### src/rtl/canvas_cell_reader.sv
// Scans the 32x32 1-bit canvas cell by cell and streams a set-pixel count per cell.
// Define CANVAS_BBOX_EN to add bounding-box outputs covering every set pixel seen in a scan.
module canvas_cell_reader #(
  parameter  int CELL_LOG2 = 2,
  localparam int GRID_W    = 5 - CELL_LOG2,
  localparam int CNT_W     = 2 * CELL_LOG2 + 1,
  localparam int IDX_W     = 2 * GRID_W
) (
  input  logic             clk,
  input  logic             rst,
  input  logic             start,
  output logic             busy,
  output logic             done,
  output logic             rd_en,
  output logic [9:0]       rd_addr,
  input  logic             rd_data,
  output logic             out_valid,
  input  logic             out_ready,
  output logic [CNT_W-1:0] out_data,
  output logic [IDX_W-1:0] out_index,
  output logic             out_last
`ifdef CANVAS_BBOX_EN
  ,
  output logic [4:0]       bbox_xmin,
  output logic [4:0]       bbox_xmax,
  output logic [4:0]       bbox_ymin,
  output logic [4:0]       bbox_ymax,
  output logic             bbox_empty
`endif
);

  typedef enum logic [2:0] {S_IDLE, S_READ, S_DRAIN, S_EMIT, S_DONE} state_t;

  state_t               state_q, state_d;
  logic [GRID_W-1:0]    cx_q, cx_d, cy_q, cy_d;
  logic [CELL_LOG2-1:0] px_q, px_d, py_q, py_d;
  logic [CNT_W-1:0]     acc_q, acc_d;
  logic                 rd_en_q;
  logic                 cell_last;

  assign cell_last = (&cx_q) && (&cy_q);

  always_ff @(posedge clk or posedge rst) begin
    if (rst) begin
      state_q <= S_IDLE;
      cx_q    <= '0;
      cy_q    <= '0;
      px_q    <= '0;
      py_q    <= '0;
      acc_q   <= '0;
      rd_en_q <= 1'b0;
    end else begin
      state_q <= state_d;
      cx_q    <= cx_d;
      cy_q    <= cy_d;
      px_q    <= px_d;
      py_q    <= py_d;
      acc_q   <= acc_d;
      rd_en_q <= rd_en;
    end
  end

  always_comb begin
    state_d = state_q;
    cx_d    = cx_q;
    cy_d    = cy_q;
    px_d    = px_q;
    py_d    = py_q;
    acc_d   = acc_q;
    // Data lags the address by one cycle, so the count trails rd_en into DRAIN.
    if (rd_en_q && rd_data) acc_d = acc_q + CNT_W'(1);
    unique case (state_q)
      S_IDLE: begin
        if (start) begin
          cx_d    = '0;
          cy_d    = '0;
          px_d    = '0;
          py_d    = '0;
          acc_d   = '0;
          state_d = S_READ;
        end
      end
      S_READ: begin
        px_d = px_q + 1'b1;
        if (&px_q) py_d = py_q + 1'b1;
        if ((&px_q) && (&py_q)) state_d = S_DRAIN;
      end
      S_DRAIN: state_d = S_EMIT;
      S_EMIT: begin
        if (out_ready) begin
          if (cell_last) begin
            state_d = S_DONE;
          end else begin
            cx_d = cx_q + 1'b1;
            if (&cx_q) cy_d = cy_q + 1'b1;
            acc_d   = '0;
            state_d = S_READ;
          end
        end
      end
      S_DONE:  state_d = S_IDLE;
      default: state_d = S_IDLE;
    endcase
  end

  assign busy      = (state_q != S_IDLE);
  assign done      = (state_q == S_DONE);
  assign rd_en     = (state_q == S_READ);
  assign rd_addr   = {cy_q, py_q, cx_q, px_q};
  assign out_valid = (state_q == S_EMIT);
  assign out_data  = acc_q;
  assign out_index = {cy_q, cx_q};
  assign out_last  = (state_q == S_EMIT) && cell_last;

`ifdef CANVAS_BBOX_EN
  logic [9:0] rd_addr_q;
  logic [4:0] xmin_q, xmax_q, ymin_q, ymax_q;
  logic       empty_q;
  logic [4:0] pix_x, pix_y;

  assign pix_x = rd_addr_q[4:0];
  assign pix_y = rd_addr_q[9:5];

  // Trackers follow the live scan; the published box only changes on DONE.
  always_ff @(posedge clk or posedge rst) begin
    if (rst) begin
      rd_addr_q  <= '0;
      xmin_q     <= 5'd31;
      xmax_q     <= 5'd0;
      ymin_q     <= 5'd31;
      ymax_q     <= 5'd0;
      empty_q    <= 1'b1;
      bbox_xmin  <= 5'd31;
      bbox_xmax  <= 5'd0;
      bbox_ymin  <= 5'd31;
      bbox_ymax  <= 5'd0;
      bbox_empty <= 1'b1;
    end else begin
      rd_addr_q <= rd_addr;
      if (state_q == S_IDLE && start) begin
        xmin_q  <= 5'd31;
        xmax_q  <= 5'd0;
        ymin_q  <= 5'd31;
        ymax_q  <= 5'd0;
        empty_q <= 1'b1;
      end else if (rd_en_q && rd_data) begin
        if (pix_x < xmin_q) xmin_q <= pix_x;
        if (pix_x > xmax_q) xmax_q <= pix_x;
        if (pix_y < ymin_q) ymin_q <= pix_y;
        if (pix_y > ymax_q) ymax_q <= pix_y;
        empty_q <= 1'b0;
      end
      if (state_q == S_DONE) begin
        bbox_xmin  <= xmin_q;
        bbox_xmax  <= xmax_q;
        bbox_ymin  <= ymin_q;
        bbox_ymax  <= ymax_q;
        bbox_empty <= empty_q;
      end
    end
  end
`endif

endmodule

### config.mk
export PLATFORM = sky130hd
export DESIGN_NAME = canvas_cell_reader
export DESIGN_NICKNAME = d
export VERILOG_FILES = /design/src/rtl/canvas_cell_reader.sv
export SDC_FILE = /design/constraint.sdc
export NUM_CORES = 1
export LEC_CHECK = 0
export CAP_MARGIN = 20
export CORE_UTILIZATION = 45
export CTS_CLUSTER_DIAMETER = 120
export DETAILED_ROUTE_END_ITERATION = 10
export PLACE_DENSITY_LB_ADDON = 0.2
export SYNTH_ARGS = -nofsm -noshare
export SYNTH_HDL_FRONTEND = slang
export SYNTH_SLANG_ARGS = --single-unit
### constraint.sdc
create_clock -name clk -period 3.61 [get_ports clk]
set_input_delay 0.5415 -clock clk [delete_from_list [all_inputs] [get_ports clk]]
set_output_delay 0.5415 -clock clk [all_outputs]
set_load 0.01 [all_outputs]
Word-level counts from Yosys, hierarchy flattened
Cells that the tools add are included.
Word-level totals
  register bits: 19
  input bits: 5
  logic and storage cells: 61
Cells by class
  add/subtract/negate cells: 5
  eq/ne operators: 10
  multiplexer cells: 22
  reduce and logical (&&, ||, !) cells: 17
Operator list (count)
  two-way mux 3 bit: 10
  two-way mux 5 bit: 4
  case mux 3 bit (2 select lines): 2
  case mux 3 bit (4 select lines): 1
  AND reduction 3 bit: 4
  case mux 5 bit (2 select lines): 1
  inequality test 2 x 1 -> 1 bit, second input constant: 4
  case mux 2 bit (2 select lines): 2
  adder 3 x 1 -> 3 bit, second input constant: 2
  equality test 3 x 2 -> 1 bit, second input constant: 2
  AND reduction 2 bit: 3
  adder 5 x 1 -> 5 bit, second input constant: 1
  AND reduction 5 bit: 1
  adder 2 x 1 -> 2 bit, second input constant: 2
  logical AND 1 bit: 4
  two-way mux 2 bit: 2
  inequality test 2 bit, second input constant: 2
  AND reduction 4 bit: 1
  nonzero test 2 bit: 2
  equality test 3 x 1 -> 1 bit, second input constant: 1
  equality test 3 bit, second input constant: 1
  zero test 3 bit: 1
  nonzero test 3 bit: 1

Logic depth before layout (Yosys ltp)
Gate-level depths: netlist of run 1.
  depth after elaboration: 5
  mapped depth: 6
  depth with buffers taken out: 6

Worst setup path after synthesis of run 1
Ideal clock, no wire load.
  path kind: reg2reg
  from: reg cy_q[0]
  to: reg cx_q[0]
  library setup time: 128 ps
  data arrival time: 1609 ps
  setup slack: 1873 ps
  cell stages (with the launch flop): 7
  path buffers: 0
  period minus slack after synthesis: 1737 ps
  cell sequence: dfrtp_1 > ha_1 > ha_1 > nand2_1 > nand3_1 > a21oi_4 > mux2_1
On the way
  cells in the longest elaborated chain, start to end: 4
Ends and longest elaborated chain
  start, declared: line 35  | logic [GRID_W-1:0] cx_q, cx_d, cy_q, cy_d;
  start signal, assigned: line 55  | cy_q <= cy_d;
  AND reduction 3 bit: line 41  | assign cell_last = (&cx_q) && (&cy_q);
  logical AND 1 bit: line 41
  inequality test 2 bit (no line)
  AND reduction 4 bit (no line)
  end signal, assigned: line 46  | cx_q <= '0;
  end signal, assigned: line 54  | cx_q <= cx_d;
  end, declared: line 35
No other way between the ends.
A chain may end at the register's enable or synchronous reset.

Final worst setup path of run 1
  from: reg state_q[0]
  to: out out_valid
On the way
  cells in the longest elaborated chain, start to end: 1
Ends and longest elaborated chain
  start, declared: line 34  | state_t state_q, state_d;
  start signal, assigned: line 53  | state_q <= state_d;
  equality test 3 x 2 -> 1 bit: line 110  | assign out_valid = (state_q == S_EMIT);
  end, declared: line 17  | output logic out_valid,
No other way between the ends.

==> results of run 1 <==
cell families (layout without fill, tap and decap cells):
family,count (synthesis),count (layout)
multiplexers,10,10
AND/OR/NAND/NOR,36,36
adder cells (fa/ha/maj),7,7
flip-flops,19,19
XOR/XNOR,4,4
buffers and inverters,16,41
AO/OA/AOI/OAI,10,10
state kept, by name, indices dropped and copies added, names as in the netlist:
register,flops
rd_en_q,1
state_q,3
out_data,5
cx_q,3
px_q,2
cy_q,3
py_q,2
stage by stage:
stage	setup WS [ps]	hold WS (ps)	instance area, µm²	total power, mW	utilization
after floorplan	1870	485	1050	0.787	-
after detailed placement	1440	522	1320	1.04	0.597
final	1120	548	1350	1.13	0.609
after global placement	1500	517	1320	1.02	0.597
after global routing	998	591	1350	1.22	0.609
after CTS	1110	552	1350	1.15	0.609
synthesized netlist by cell type:
cell / n / area share
nand2_1: 13 / 0.046
and2_1: 3 / 0.018
nor2_1: 12 / 0.043
xor2_1: 3 / 0.025
a221oi_1: 1 / 0.0083
clkbuf_1: 1 / 0.0036
o21bai_2: 1 / 0.011
xnor2_1: 1 / 0.0083
a21oi_2: 1 / 0.0083
buf_4: 6 / 0.043
buf_2: 1 / 0.0048
mux2i_1: 6 / 0.057
nand2b_1: 1 / 0.0060
buf_6: 1 / 0.011
nand4_1: 2 / 0.012
a22o_1: 2 / 0.017
dfrtp_1: 19 / 0.45
ha_1: 7 / 0.083
a21oi_1: 1 / 0.0048
inv_1: 6 / 0.021
mux2_2: 2 / 0.021
nand3_1: 2 / 0.0095
nand4b_1: 1 / 0.0083
mux2_1: 2 / 0.021
a22oi_1: 1 / 0.0072
a21oi_4: 1 / 0.015
inv_2: 1 / 0.0036
o21a_1: 1 / 0.0072
or3_4: 1 / 0.011
or2_2: 1 / 0.0060
o21ai_1: 1 / 0.0048
metal layers:
layer	track usage	wire (µm)	up-vias
met3	0.0303	83	4
met1	0.205	855	369
li1	-	-	382
met5	0	0	-
met4	0.0833	24	0
met2	0.300	926	19
final cells by class:
cell class	count	area share
repair buffers	30	0.223
clock buffers	3	0.0167
flip-flops and latches	19	0.353
well taps	28	0.0260
inverters	7	0.0195
multi-input cells	67	0.358
clock inverters	1	0.00371
worst reg2reg max path, cell delays in order, from the launching register on:
cell	delay, ps
dfrtp_1	440
ha_1	220
ha_1	210
nand2_1	90
nand3_1	140
a21oi_4	320
mux2_1	350
power groups by stage:
stage          logic (mW)  registers [mW]  clock network, mW
6_report            0.625           0.405              0.105
5_1_grt             0.688           0.421              0.116
3_3_place_gp        0.622           0.400                  0
4_1_cts             0.636           0.404              0.109
2_1_floorplan       0.376           0.412                  0
3_5_place_dp        0.630           0.409                  0
path summary, 6_finish.rpt:
check                               to  slack [ps]        from  cells past startpoint
setup / recovery             out_valid        1120  state_q[0]                      4
hold / removal                 px_q[1]         550     px_q[1]                      1
setup reg to reg               cx_q[0]        1730     cx_q[0]                      6
hold reg to reg                px_q[1]         550     px_q[1]                      1
max in group asynchronous   state_q[0]        2500         rst                      2
min in group asynchronous  out_data[3]         660         rst                      2
==> qor.csv, run 1 <==
stage,metric,value,unit
job,max-cap-violations,0,
clock_tree,cts_inserted_buffers,3,
routing,wire_per_inst,12.2,µm
placed_design,gpl.final_weighted_congestion,0.795,
critical_path,critical_path_class,reg2out,
cells_and_area,layout_common_cells,"30 x clkdlybuf4s50_1, 19 x dfrtp_1, 13 x nand2_1",
pwr,pwr-share-seq,0.357,
logic_synthesis,yosysWarnings,0,
critical_path,cpPeakStageDelay,540,ps
logic_synthesis,synth_adder_area_share,0.0834,
logic_synthesis,syn_area,1050,µm²
clock_tree,clkSlewWorstSetupHoldPaths,110,ps
cells_and_area,layout-drive-gt1-share,0.0945,
floorplan,initial_core_util,0.475,
cells_and_area,final_common_cell,clkdlybuf4s50_1,
pwr,clock_power_share,0.093,
logic_synthesis,synth-seq-area-share,0.453,
logic_synthesis,ys_ff_latch,19,
sta,finalCritPeriodShare,0.690,
floorplan,die_w,50.3,µm
clock_tree,cts-root-buf,clkbuf_4,
clock_tree,tritoncts,built,
cells_and_area,seqCellArea,475,µm²
placed_design,hpwlAfterDp,1.38,mm
clock_tree,cts_sinks,19,
sta,rsz0062_at_grt,false,
clock_tree,cts_post_setup_buffers_inserted,0,
logic_synthesis,netlist-cell-type-count,31,
routing,route.antenna.remaining_nets,0,
critical_path,critical-path-top-delay-family,buffers and inverters,
logic_synthesis,postSynthAreaPerCell,10.3,µm²
critical_path,cpMaxStageDelayCell,dfrtp_1,
global_routing,first_global_vias,765,
pwr,net_switching_fraction_of_the_power,0.380,
cells_and_area,finish.cell_count_without_fillers,155,
global_routing,global_routing_usage_summed_across_all_routing_layers,0.173,
logic_synthesis,mappedNetlistNets,114,
sta,drv_slew,0,
critical_path,worst_ep_required_time,3070,ps
sta,relSlewSlack,0.517,
critical_path,end_kind,primary output,
cells_and_area,nNetsFinal,140,
sta,clock_skew,3.49,ps
critical_path,worst-path-buf-inv,2,
global_routing,antenna_found_initial,0,
pwr,power_density,842,nW/µm²
routing,dr.first_iter.drc_count,7,
logic_synthesis,yosys-mux-area-fraction,0.100,
sta,final-setup-viol-count,0,
clock_tree,clk_path_buf_depth,2,
global_routing,wire_length_of_the_first_global_routing_pass,3.30,mm
floorplan,die_area,2530,µm²
global_routing,grt.overflow.total,0,
pwr,power.net_switching,0.431,mW
sta,fmax,402,MHz
critical_path,worstPathCellList,nand2_1 > or2_2 > inv_2 > clkdlybuf4s50_1,
clock_tree,post_cts_resize_count,0,
cells_and_area,fillCellCount,207,
pwr,cell_internal_pwr,0.704,mW
clock_tree,hold_buffers,0,
cells_and_area,antennaDiodeCount,0,
critical_path,crit_fanout,11,
floorplan,core-area,2210,µm²
clock_tree,htreeDepth,1,
cells_and_area,multi_input_comb_area,483,µm²
floorplan,rows,17,
floorplan,ios,31,
floorplan,die_height,50.3,µm
pwr,power.static_leakage,0.601,nW
pwr,vdd_ir_drop_max,478,µV
sta,setup-tns-final,0,ps
logic_synthesis,synth_top_family_by_area,simple AND/OR/NAND/NOR gates,
sta,final-hold-violation-count,0,
sta,max_slew.worst_pin.slew,723,ps
routing,avgViaCountPerCell,4.99,
clock_tree,clkLatencyLatePin,290,ps
routing,via_count,774,
placed_design,place.detailed.instances,151,
logic_synthesis,yosys.area_share.xor_xnor,0.0334,
sta,fin_crit,2490,ps
critical_path,worstPathArrival,1950,ps
logic_synthesis,share_of_the_synthesized_area_in_compound_gates_ao_oa_aoi_oai,0.0834,
routing,drc,0,
outcome,outcome,completed,
global_routing,grt_start_max_net_pins,20,
routing,finalWirelength,1.89,mm
logic_synthesis,synth_simple_gate_area_frac,0.160,
routing,drt_pass1_iterations,4,
placed_design,placement.io_buffers,30,
pwr,comb_power_share,0.551,
cells_and_area,layout-area-overhead-vs-synth,28.4,%
critical_path,cp-start-kind,flip-flop,
min_path,timing.hold.worst.class,reg2reg,
logic_synthesis,syn-instance-count,102,
No activity file was read; power rests on OpenSTA's default activity.
==> run 2, diff against run 1 <==
--- a/config.mk
+++ b/config.mk
@@ -6,7 +6,7 @@
 export NUM_CORES = 1
 export LEC_CHECK = 0
 export CAP_MARGIN = 20
-export CORE_UTILIZATION = 45
+export CORE_UTILIZATION = 41
 export CTS_CLUSTER_DIAMETER = 120
 export DETAILED_ROUTE_END_ITERATION = 10
 export PLACE_DENSITY_LB_ADDON = 0.2
==> constraint.sdc (replaced) <==
create_clock -name clk -period 2.15 [get_ports clk]
set_input_delay 0.3225 -clock clk [delete_from_list [all_inputs] [get_ports clk]]
set_output_delay 0.3225 -clock clk [all_outputs]
set_load 0.01 [all_outputs]
==> run 2 against run 1 <==
Against the previous run: first-iteration DRC count increased by 100%; power increased by 77%; combinational power increased by 87%; utilization increased by 0.39 points; cell count increased by 5.8%; highest routed layer is now met3; critical endpoint is now busy; hold slack got worse by 120 ps; global-route usage decreased by 2.7 points; clock-buffer cell count increased by 1; clock skew decreased by 0.90 ps.
==> qor.csv, run 2 (synthesis gave the netlist of run 1 again) <==
stage,metric,value,unit
cells_and_area,antennaDiodeCount,0,
sta,final-hold-violation-count,0,
global_routing,grt.overflow.total,0,
clock_tree,clkLatencyLatePin,290,ps
routing,highest-signal-layer,met3,
sta,fmax,475,MHz
routing,via_count,789,
sta,setup-tns-final,0,ps
placed_design,placement.io_buffers,30,
cells_and_area,fillCellCount,197,
critical_path,critical_path_class,reg2out,
cells_and_area,seqCellArea,478,µm²
sta,rsz0062_at_grt,false,
floorplan,rows,17,
clock_tree,hold_buffers,0,
routing,met3_length,84,µm
routing,route.antenna.remaining_nets,0,
routing,finalWirelength,1.94,mm
cells_and_area,layout-drive-gt1-share,0.169,
critical_path,worst_ep_required_time,1830,ps
global_routing,first_global_vias,693,
clock_tree,clkSlewWorstSetupHoldPaths,100,ps
cells_and_area,largest_reg_flops,5,
routing,drc,0,
routing,avgViaCountPerCell,4.81,
pwr,power.static_leakage,0.677,nW
routing,wl_met1,930,µm
floorplan,die_area,2770,µm²
sta,fin_crit,2100,ps
min_path,timing.hold.worst.class,in2async,
sta,final-setup-viol-count,0,
global_routing,global_routing_usage_summed_across_all_routing_layers,0.146,
routing,detailroute.wirelength.met2,927,µm
critical_path,crit_start,state_q[0],
critical_path,reg2regPathDepth,5,
placed_design,hpwlAfterDp,1.42,mm
pwr,vdd_ir_drop_max,771,µV
global_routing,antenna_found_initial,0,
routing,drt_pass1_iterations,4,
floorplan,die_height,52.6,µm
sta,relSlewSlack,0.536,
sta,max_slew.worst_pin.slew,695,ps
cells_and_area,final_common_cell,clkdlybuf4s50_1,
clock_tree,tritoncts,built,
critical_path,cp-start-kind,flip-flop,
clock_tree,htreeDepth,1,
cells_and_area,post_layout_instance_area,1420,µm²
sta,whs,430,ps
global_routing,wire_length_of_the_first_global_routing_pass,2.99,mm
cells_and_area,multi_input_comb_area,485,µm²
sta,finalCritPeriodShare,0.979,
outcome,outcome,completed,
floorplan,die_w,52.6,µm
critical_path,end_kind,primary output,
critical_path,crit_fanout,7,
routing,dr.first_iter.drc_count,14,
floorplan,core-area,2320,µm²
cells_and_area,layout-area-overhead-vs-synth,35.4,%
clock_tree,cts-root-buf,clkbuf_4,
sta,clock_skew,2.59,ps
clock_tree,cts_sinks,19,
pwr,power_density,1410,nW/µm²
job,max-cap-violations,0,
clock_tree,clk_path_buf_depth,2,
sta,drv_slew,0,
cells_and_area,layout_common_cells,"28 x clkdlybuf4s50_1, 17 x dfrtp_1, 13 x nand2_1",
placed_design,gpl.final_weighted_congestion,0.797,
global_routing,grt_start_max_net_pins,20,
cells_and_area,nNetsFinal,149,
floorplan,ios,31,
critical_path,worstPathArrival,1780,ps
routing,wire_per_inst,11.8,µm
critical_path,crit-reg2reg-launch,cy_q[0],
placed_design,detailed_place.area,1340,µm²
clock_tree,cts_inserted_buffers,3,
floorplan,initial_core_util,0.453,
## run 2: changes by cell type in the layout (fill, tap and decap cells not counted), sizes merged
cell           delta
buf               +8
clkbuf            +2
clkdlybuf4s50     -2
dlymetal6s2s      +2
clkinv            -1
## run 2: final timing paths
path	endpoint	slack [ps]
worst max-delay path	busy	50
worst min register to register	state_q[1]	540
min in group clk	state_q[1]	540
worst min-delay path	out_data[1]	430
worst max register to register	cy_q[0]	380
max in group asynchronous	state_q[0]	1240
## run 2: repair_timing
action                     in CTS  in global routing
setup buffers                   1                  6
setup endpoints to repair       2                  5
resized for setup               1                  4
## run 2: metal layers
layer  up-vias  track usage
li1        404            -
met1       362        0.191
met2        23        0.238
met3         0       0.0290
met4         0       0.0526
met5         -            0
## run 2: per-stage QoR
step | util | setup WS, ps | cells | total power [mW]
floorplan | - | 413 | 102 | 1.32
global placement | 0.576 | 284 | 153 | 1.74
detailed placement | 0.576 | 261 | 153 | 1.76
CTS | 0.591 | 0.661 | 158 | 1.94
global route | 0.613 | 4.61 | 164 | 2.16
finish | 0.613 | 45.4 | 164 | 2.01
## run 2: layout make-up
class / instances / area share
multi-input combinational: 67 / 0.342
sequential: 19 / 0.336
timing repair buffer: 39 / 0.261
tap: 28 / 0.0246
clock buffer: 4 / 0.0185
inverter: 7 / 0.0185
## run 2: report_power, final
group | total [mW] | internal (mW) | leakage [nW] | switching, mW
sequential | 0.659 | 0.512 | 0.235 | 0.147
combinational | 1.17 | 0.684 | 0.427 | 0.490
clock | 0.176 | 0.0721 | 0.0150 | 0.104
## run 2: critical path: stages (launching register included)
cell	delay [ps]
dfrtp_2	460
buf_4	170
or3_4	390
clkdlybuf4s50_1	480
